## src/rtl/fetch_queue_pkg.sv

```systemverilog
// Shared CPU types for the fetch path.
// The PHT index width also sizes the IF-stage gshare predictor.
package fetch_queue_pkg;

  localparam int PHT_IDX_W = 8;

  typedef struct packed {
    logic [31:0]          pc;
    logic [31:0]          instr;
    logic                 pred_taken;
    logic [PHT_IDX_W-1:0] pht_idx;
    logic                 btb_hit;
    logic [31:0]          btb_target;
  } fq_entry_t;

endpackage

```

## src/rtl/fetch_queue.sv

```systemverilog
// IF-to-ID fetch queue: first-word fall-through FIFO
// carrying each instruction with its branch prediction metadata.
module fetch_queue
  import fetch_queue_pkg::*;
#(
  parameter int DEPTH = 4,
  parameter int PHT_W = PHT_IDX_W
) (
  input  logic                       clk,
  input  logic                       rst,
  input  logic                       flush,
  input  logic                       enq_valid,
  output logic                       enq_ready,
  input  logic [31:0]                enq_pc,
  input  logic [31:0]                enq_instr,
  input  logic                       enq_pred_taken,
  input  logic [PHT_W-1:0]           enq_pht_idx,
  input  logic                       enq_btb_hit,
  input  logic [31:0]                enq_btb_target,
  output logic                       deq_valid,
  input  logic                       deq_ready,
  output logic [31:0]                deq_pc,
  output logic [31:0]                deq_instr,
  output logic                       deq_pred_taken,
  output logic [PHT_W-1:0]           deq_pht_idx,
  output logic                       deq_btb_hit,
  output logic [31:0]                deq_btb_target,
  output logic [$clog2(DEPTH):0]     count
);

  localparam int AW = $clog2(DEPTH);
  localparam int CW = AW + 1;

  fq_entry_t      mem [DEPTH];
  fq_entry_t      wr_e;
  fq_entry_t      rd_e;
  logic [AW-1:0]  head;
  logic [AW-1:0]  tail;
  logic [CW-1:0]  cnt;
  logic           do_enq;
  logic           do_deq;

  assign enq_ready = (cnt < CW'(DEPTH));
  assign deq_valid = (cnt != '0);
  assign do_enq    = enq_valid & enq_ready & ~flush;
  assign do_deq    = deq_valid & deq_ready & ~flush;
  assign count     = cnt;

  always_comb begin
    wr_e            = '0;
    wr_e.pc         = enq_pc;
    wr_e.instr      = enq_instr;
    wr_e.pred_taken = enq_pred_taken;
    wr_e.pht_idx    = enq_pht_idx;
    wr_e.btb_hit    = enq_btb_hit;
    wr_e.btb_target = enq_btb_target;
  end

  // Head read straight from storage: no enq-to-deq bypass.
  assign rd_e           = mem[head];
  assign deq_pc         = rd_e.pc;
  assign deq_instr      = rd_e.instr;
  assign deq_pred_taken = rd_e.pred_taken;
  assign deq_pht_idx    = rd_e.pht_idx;
  assign deq_btb_hit    = rd_e.btb_hit;
  assign deq_btb_target = rd_e.btb_target;

  always_ff @(posedge clk or posedge rst) begin
    if (rst) begin
      head <= '0;
      tail <= '0;
      cnt  <= '0;
      for (int i = 0; i < DEPTH; i++) begin
        mem[i] <= '0;
      end
    end else if (flush) begin
      head <= '0;
      tail <= '0;
      cnt  <= '0;
    end else begin
      if (do_enq) begin
        mem[tail] <= wr_e;
        tail      <= tail + 1'b1;
      end
      if (do_deq) begin
        head <= head + 1'b1;
      end
      unique case ({do_enq, do_deq})
        2'b10:   cnt <= cnt + 1'b1;
        2'b01:   cnt <= cnt - 1'b1;
        default: cnt <= cnt;
      endcase
    end
  end

endmodule

```

## config.mk

```make
export PLATFORM = sky130hd
export DESIGN_NAME = fetch_queue
export DESIGN_NICKNAME = d
export VERILOG_FILES = /design/src/rtl/fetch_queue_pkg.sv /design/src/rtl/fetch_queue.sv
export SDC_FILE = /design/constraint.sdc
export NUM_CORES = 1
export LEC_CHECK = 0
export BUFFER_PORTS_ARGS = -buffer_cell sky130_fd_sc_hd__buf_4
export CORE_MARGIN = 2
export CORE_UTILIZATION = 46
export DETAILED_ROUTE_END_ITERATION = 10
export HOLD_SLACK_MARGIN = 0.08
export PLACE_DENSITY = 0.67
export SLEW_MARGIN = 20
export SYNTH_ARGS = -nofsm -noshare
export SYNTH_HDL_FRONTEND = slang
export SYNTH_SLANG_ARGS = --single-unit
```

## constraint.sdc

```tcl
create_clock -name clk -period 20.4 [get_ports clk]
set_clock_uncertainty 0.15 [all_clocks]
set_input_delay 4.08 -clock clk [delete_from_list [all_inputs] [get_ports clk]]
set_output_delay 4.08 -clock clk [all_outputs]
set_load 0.05 [all_outputs]
```

* After elaboration in Yosys (flattened, before gate mapping) *
Index checks and enable logic that the tools add are counted.

storage, ports and cells
  memories kept = 0
  output and inout port bits = 111
  bits in registers = 431
  latch bits = 0
  word-level logic and storage cells = 62
  memory bits (writable) = 0
  bits in read-only memories = 0
  bits of input ports = 111

operators by class
  reduce and logical (&&, ||, !) cells = 6
  div/mod/pow operators = 0
  multipliers = 0
  shift-type cells = 0
  mux-type cells = 12
  bitwise gates (word level) = 7
  magnitude comparators = 4
  eq/ne operators = 2
  add/sub/neg operators = 4

operators with widths
  cell                                                                   number
  424-bit bitwise mux                                                    1
  106-bit two-way mux                                                    3
  106-bit binary-select mux with 2-bit select                            1
  106-bit demux with 2-bit select                                        1
  2-bit two-way mux                                                      4
  3-bit >= comparator (second input constant)                            2
  2-bit NOT with 3-bit output                                            2
  3-bit case mux with 2 select lines                                     1
  3-bit nonzero test                                                     2
  2-bit by 1-bit adder with 2-bit output (second input constant)         2
  1-bit bitwise AND                                                      4
  2-bit nonzero test                                                     2
  3-bit by 1-bit adder with 3-bit output (second input constant)         1
  3-bit by 1-bit < comparator with 1-bit output (second input constant)  1
  3-bit < comparator (second input constant)                             1
  3-bit two-way mux                                                      1
  3-bit by 1-bit subtractor with 3-bit output (second input constant)    1
  2-bit by 1-bit == test with 1-bit output (second input constant)       1
  2-bit == test (second input constant)                                  1
  2-bit AND reduction                                                    1
  1-bit logical AND                                                      1
  1-bit NOT                                                              1

* Longest topological paths before layout *
Gate-level depths: netlist of the first run.

  word-level depth = 6
  depth in mapped cells = 8
  depth with buffers taken out = 7

* Least setup slack after synthesis of the first run *
No wires, ideal clock.

  path kind = reg-to-output
  from = register head[0]
  to = output port deq_btb_hit
  data required time = 16.170 ns
  arrival time = 1.556 ns
  buffers on the path = 2
  cell stages (with the launch flop) = 4
  path slack = 14.614 ns
  path through = dfrtp_1 clkbuf_1 buf_2 mux4_2

on the way
  word-level cells in the longest chain between the ends = 4

ends and longest elaborated chain
  element                                                 line               source
  start: declaration                                      fetch_queue.sv:37  logic [AW-1:0] head;
  start signal: assignment                                fetch_queue.sv:86  head <= head + 1'b1;
  2-bit NOT with 3-bit output (implied by the code)       fetch_queue.sv:60  assign rd_e = mem[head];
  106-bit binary-select mux with 2-bit select             fetch_queue.sv:60
  106-bit two-way mux (implied by the code) (2 in a row)  fetch_queue.sv:60
  end: declaration                                        fetch_queue.sv:26  output logic deq_btb_hit,

Every way passes these cells. The select of a mux whose other input is x is not followed.

* Worst setup path after layout of the first run *
  from = register head[0]
  to = output port deq_pc[28]

on the way
  word-level cells in the longest chain between the ends = 4

ends and longest elaborated chain
  element                                                 line               source
  2-bit NOT with 3-bit output (implied by the code)       fetch_queue.sv:60
  106-bit binary-select mux with 2-bit select             fetch_queue.sv:60
  106-bit two-way mux (implied by the code) (2 in a row)  fetch_queue.sv:60
  end: declaration                                        fetch_queue.sv:22  output logic [31:0] deq_pc,

Every way passes these cells. The select of a mux whose other input is x is not followed.

==> results of run 1 <==
## path summary, 6_finish.rpt
kind,from,end,slack [ns],cells past startpoint
max in group asynchronous,rst,mem[242],14.11,4
setup reg to reg,count[2],mem[56],16.83,6
hold / removal,mem[61],mem[61],0.35,1
min in group asynchronous,rst,mem[346],3.57,2
hold reg to reg,mem[61],mem[61],0.35,1
setup / recovery,head[0],deq_pc[28],12.38,4
## Yosys cell counts, types with 2 or more instances
cell type / n / area [um^2]
dfrtp_1: 431 / 10800
mux2_2: 264 / 2970
mux2_4: 160 / 2400
mux4_2: 106 / 2390
buf_4: 25 / 188
buf_2: 22 / 110
buf_12: 20 / 400
nand2_1: 8 / 30.0
inv_1: 5 / 18.8
and2_4: 4 / 35.0
buf_6: 4 / 45.0
ha_1: 4 / 50.1
nor2_1: 4 / 15.0
o21ai_0: 4 / 20.0
clkbuf_1: 3 / 11.3
nand3_1: 3 / 15.0
xor2_1: 3 / 26.3
a21oi_1: 2 / 10.0
a31oi_1: 2 / 12.5
mux2i_1: 2 / 20.0
## placed cells by master (no fill, tap or decap), types with 7 or more instances in the layout
cell type  synthesis  routed
dfrtp_1          431     429
mux2_2           264     264
buf_4             25     235
mux2_4           160     160
mux4_2           106     106
clkbuf_16          0      50
clkbuf_8           0      13
nand2_1            8       8
clkinv_2           0       8
clkbuf_1           3       7
## critical path, stage by stage, from the launching register on
cell and delay [ns]:
dfrtp_4 0.80, buf_4 0.65, buf_4 0.82, mux4_2 0.63
buf_4 0.21
## power breakdown
| part | internal, mW | switching [mW] |
|---|---|---|
| clock network | 0.543 | 0.342 |
| registers | 1.13 | 0.148 |
| logic | 0.509 | 0.499 |
## through the flow
| stage | std cells | util [%] | instance area, um^2 |
|---|---|---|---|
| CTS | 1871 | 54.7 | 23000 |
| detailed placement | 1786 | 50.8 | 21300 |
| global route | 1873 | 54.8 | 23000 |
| global placement | 1786 | 50.8 | 21300 |
| floorplan | 1087 | - | 19600 |
| finish | 1873 | 54.8 | 23000 |
## kinds of logic after synthesis
| family | after synthesis |
|---|---|
| simple gates | 26 |
| fa+ha+maj | 5 |
| mux | 532 |
| xor+xnor | 4 |
| flops | 431 |
| buf+inv | 80 |
| compound gates | 9 |
## layout make-up
| class | instances | area (um^2) | share of cell area [%] |
|---|---|---|---|
| Timing Repair Buffer | 237 | 1810 | 7.86 |
| Clock buffer | 70 | 1460 | 6.32 |
| Inverter | 5 | 26.3 | 0.114 |
| Multi-Input combinational cell | 576 | 8080 | 35.1 |
| Tap cell | 539 | 674 | 2.93 |
| Clock inverter | 15 | 191 | 0.831 |
| Sequential cell | 431 | 10800 | 46.9 |
## layer usage
layer / up-vias / wire length, um / global-route usage (%)
li1: 4469 / - / -
met1: 5532 / 18600 / 26.4
met2: 178 / 19500 / 29.5
met3: 50 / 1970 / 4.65
met4: 0 / 725 / 4.61
met5: - / 0 / 0
## state kept, by name, indices dropped and copies added, names as in the netlist
register / flops
head: 2
tail: 2
count: 3
mem: 424
==> reports/summary.txt, run 1 <==
post-CTS sizing -> 0
achievable frequency -> 125 MHz
Syn Std Cell Area -> 19600 um^2
Synth cell types -> 31
mux contribution to synthesized area -> 39.6%
Crit Path Class -> flop to primary output
WP data required -> 16.17 ns
Worst-Margin Slew -> 1.03 ns
clock-pin slew on the worst setup and hold paths -> 0.06 ns
initial antenna violation count -> 0
status -> finished, final reports clean
CTS tree -> yes
largest family of logic cells by synthesized area -> multiplexers
Syn Area/Cell -> 18.1 um^2
die width -> 211 um
ant diodes -> 0
XOR/XNOR Fraction of Synth Area -> 0.178%
fin crit share -> 39.3%
async set-or-reset flop fraction in the synthesized netlist -> 100%
I/O pin count -> 222
crit-path max FO -> 51
total track usage -> 18.7%
GRT overflow -> 0
Fill cells -> 3341
share of layout cells above drive strength 1 -> 64.0%
Seq cells post-synth -> 431
Sum Neg Setup Slack -> 0 ns
unrepaired setup endpoints after global routing -> false
first-pass GRT wire length -> 65100 um
Post-CTS Setup Bufs -> 0
vias per cell -> 5.46
drc violations -> 0
gpl congestion -> 0.752
final hold vios -> 0
core area -> 42000 um^2
total iterations of the first detailed-routing run -> 4
Max-Cap Viols -> 0
H-tree Lvls -> 2
CTS root buf -> clkbuf_16
min Tclk post-route -> 8.02 ns
die area -> 44400 um^2
clk buf depth -> 3
Detail Placement HPWL -> 24100 um
Post-synth EDFFs -> 0
P per Cell Area -> 138 nW/um^2
top_reg_cell synth -> dfrtp_1
final slew viol count -> 0
vias in the first global route -> 11.2k
pin count of the biggest net entering global routing -> 138
WHS -> 0.348 ns
Hold Path Class -> flop to flop
CTS buffer count -> 48
post-route ant nets -> 0
Compound-Gate Fraction of Synth Area -> 0.261%
Final Routed Wirelength -> 40800 um
VDD IR-drop max -> 0.0815 mV
via count -> 10.2k
Synth Area in Adders -> 0.357%
CTS Hold Bufs -> 0
Leak -> 10.3 nW
Worst-Skew Late Latency -> 0.57 ns
Area Growth Syn to Fin -> 17.3%
# clock sinks -> 431
Net Count, Synth -> 1203
Setup-failing EPs final -> 0
Port Buf Inserts -> 221
initial core utilization -> 46.7%
crit end category -> primary output
final worst slack -> 12.38 ns
crit path DAT -> 3.79 ns
sequential area share after synthesis -> 54.9%
synthesis warning total -> 0
Synth Instances -> 1087
Rows -> 75
drt initial violations -> 573
Synth Area in Simple Gates -> 0.739%
wire length per cell -> 21.8 um
pre-CTS setup slack -> 12.84 ns
startpoint types -> flop
total power -> 3.18 mW
Rel. slew slack -> 31.4%
Die Span Y -> 211 um
Final Net Count -> 1415
No activity file was read; power rests on OpenSTA's default activity.
==> inputs of run 2 (changes only) <==
==> constraint.sdc (replaced) <==
create_clock -name clk -period 7.9 [get_ports clk]
set_clock_uncertainty 0.15 [all_clocks]
set_input_delay 1.58 -clock clk [delete_from_list [all_inputs] [get_ports clk]]
set_output_delay 1.58 -clock clk [all_outputs]
set_load 0.05 [all_outputs]
==> reports/summary.txt, run 2 (synthesis results as in run 1) <==
drt initial violations -> 505
fin crit share -> 56.8%
Area Growth Syn to Fin -> 16.5%
sw frac -> 31.9%
Worst R2R Path Depth -> 5
# clock sinks -> 431
crit-path max FO -> 93
Crit Path Class -> flop to primary output
status -> finished, final reports clean
I/O pin count -> 222
drc violations -> 0
Leak -> 10.2 nW
commonest non-fill, non-tap cell in the layout -> dfrtp_1
total track usage -> 19.5%
Worst-Margin Slew -> 0.986 ns
VDD IR-drop max -> 0.197 mV
Post-CTS Setup Bufs -> 0
post-route ant nets -> 0
post-CTS sizing -> 0
Hold Startpoint -> mem[71]
Detail Placement HPWL -> 25300 um
crit end category -> primary output
unrepaired setup endpoints after global routing -> false
core area -> 42000 um^2
first-pass GRT wire length -> 66900 um
Hold Path Class -> flop to flop
Die Span Y -> 211 um
CTS tree -> yes
CP Cell Sequence -> buf_12, mux4_2, buf_4
via count -> 10.2k
die area -> 44400 um^2
pin count of the biggest net entering global routing -> 157
share of layout cells above drive strength 1 -> 63.6%
most frequent cells in the layout -> dfrtp_1 (429), mux2_2 (264), buf_4 (232), mux2_4 (160), mux4_2 (106)
wire length per cell -> 22.4 um
worst reg2reg setup slack -> 5.03 ns
Logic pwr share -> 32.7%
WP data required -> 6.17 ns
reg-to-reg endpoint -> mem[308]
final slew viol count -> 0
vias per cell -> 5.48
pre-CTS setup slack -> 3.85 ns
Setup-failing EPs final -> 0
P per Cell Area -> 352 nW/um^2
die width -> 211 um
final core utilization -> 54.5%
WHS Endpoint -> mem[71]
CTS buffer count -> 47
cell-internal power -> 5.50 mW
final hold vios -> 0
Seq pwr share -> 40.9%
max FFs per register -> 424
CP top delay family -> buffers and inverters
Hold Crit Depth -> 1
CTS Hold Bufs -> 0
Final Routed Wirelength -> 41800 um
Crit-path slowest cell -> dfrtp_4
CTS root buf -> clkbuf_16
Rel. slew slack -> 34.3%
Top reg by flops -> mem
min Tclk post-route -> 4.49 ns
FF-to-FF Start -> count[2]
Worst-Skew Late Latency -> 0.57 ns
total power -> 8.07 mW
Final Net Count -> 1413
achievable frequency -> 223 MHz
crit path DAT -> 2.76 ns
Port Buf Inserts -> 221
initial antenna violation count -> 3
Sum Neg Setup Slack -> 0 ns
Switching Power -> 2.57 mW
Rows -> 75
clk buf depth -> 3
total iterations of the first detailed-routing run -> 4
clock-pin slew on the worst setup and hold paths -> 0.06 ns
gpl congestion -> 0.737
Fill cells -> 3364
startpoint types -> flop
ant diodes -> 0
Clock power frac -> 26.4%
GRT overflow -> 0
crit-path max cell delay -> 0.64 ns
H-tree Lvls -> 2
initial core utilization -> 46.7%
final worst slack -> 3.41 ns
vias in the first global route -> 11.3k
Setup crit start -> head[0]
WP buf/inv -> 2
Max-Cap Viols -> 0
-- run 2: cell types whose count changed in the layout (fill, tap and decap cells not counted), sizes merged --
cell and delta:
clkbuf +1, clkinv +1, bufinv -3, buf -1
-- run 2: through the flow --
stage | instance area [um^2] | hold slack (ns) | cells
floorplan | 19700 | 0.325 | 1087
global placement | 21400 | 0.334 | 1787
detailed placement | 21400 | 0.338 | 1787
CTS | 22900 | 0.353 | 1871
global route | 22900 | 0.361 | 1871
finish | 22900 | 0.350 | 1871
-- run 2: per-layer routing --
metal,GRT usage [%],up-vias,share of wire [%]
li1,-,4458,-
met1,28.0,5525,46
met2,30.2,199,47
met3,4.97,56,5.9
met4,4.23,6,1.5
met5,0,-,0.081
-- run 2: how the worst max path moves through the flow --
stage	to	cells after the start
global route	deq_pc[11]	3
floorplan	count[0]	1
finish	deq_pc[24]	3
detailed placement	mem[307]	6
CTS	deq_pc[11]	3
global placement	mem[301]	6
-- run 2: power groups by stage --
stage / clock network, mW / logic [mW] / registers [mW]
after global placement: 0 / 2.62 / 3.30
final: 2.13 / 2.64 / 3.30
after global routing: 2.29 / 2.78 / 3.40
after floorplan: 0 / 2.12 / 3.21
after CTS: 2.20 / 2.67 / 3.30
after detailed placement: 0 / 2.66 / 3.33
-- run 2: area by class of cell --
cell class | instances | area [um^2] | share of cell area [%]
Clock buffer | 71 | 1400 | 6.11
Inverter | 5 | 22.5 | 0.0984
Clock inverter | 13 | 108 | 0.470
Multi-Input combinational cell | 576 | 8080 | 35.3
Timing Repair Buffer | 236 | 1810 | 7.92
Sequential cell | 431 | 10800 | 47.1
Tap cell | 539 | 674 | 2.95
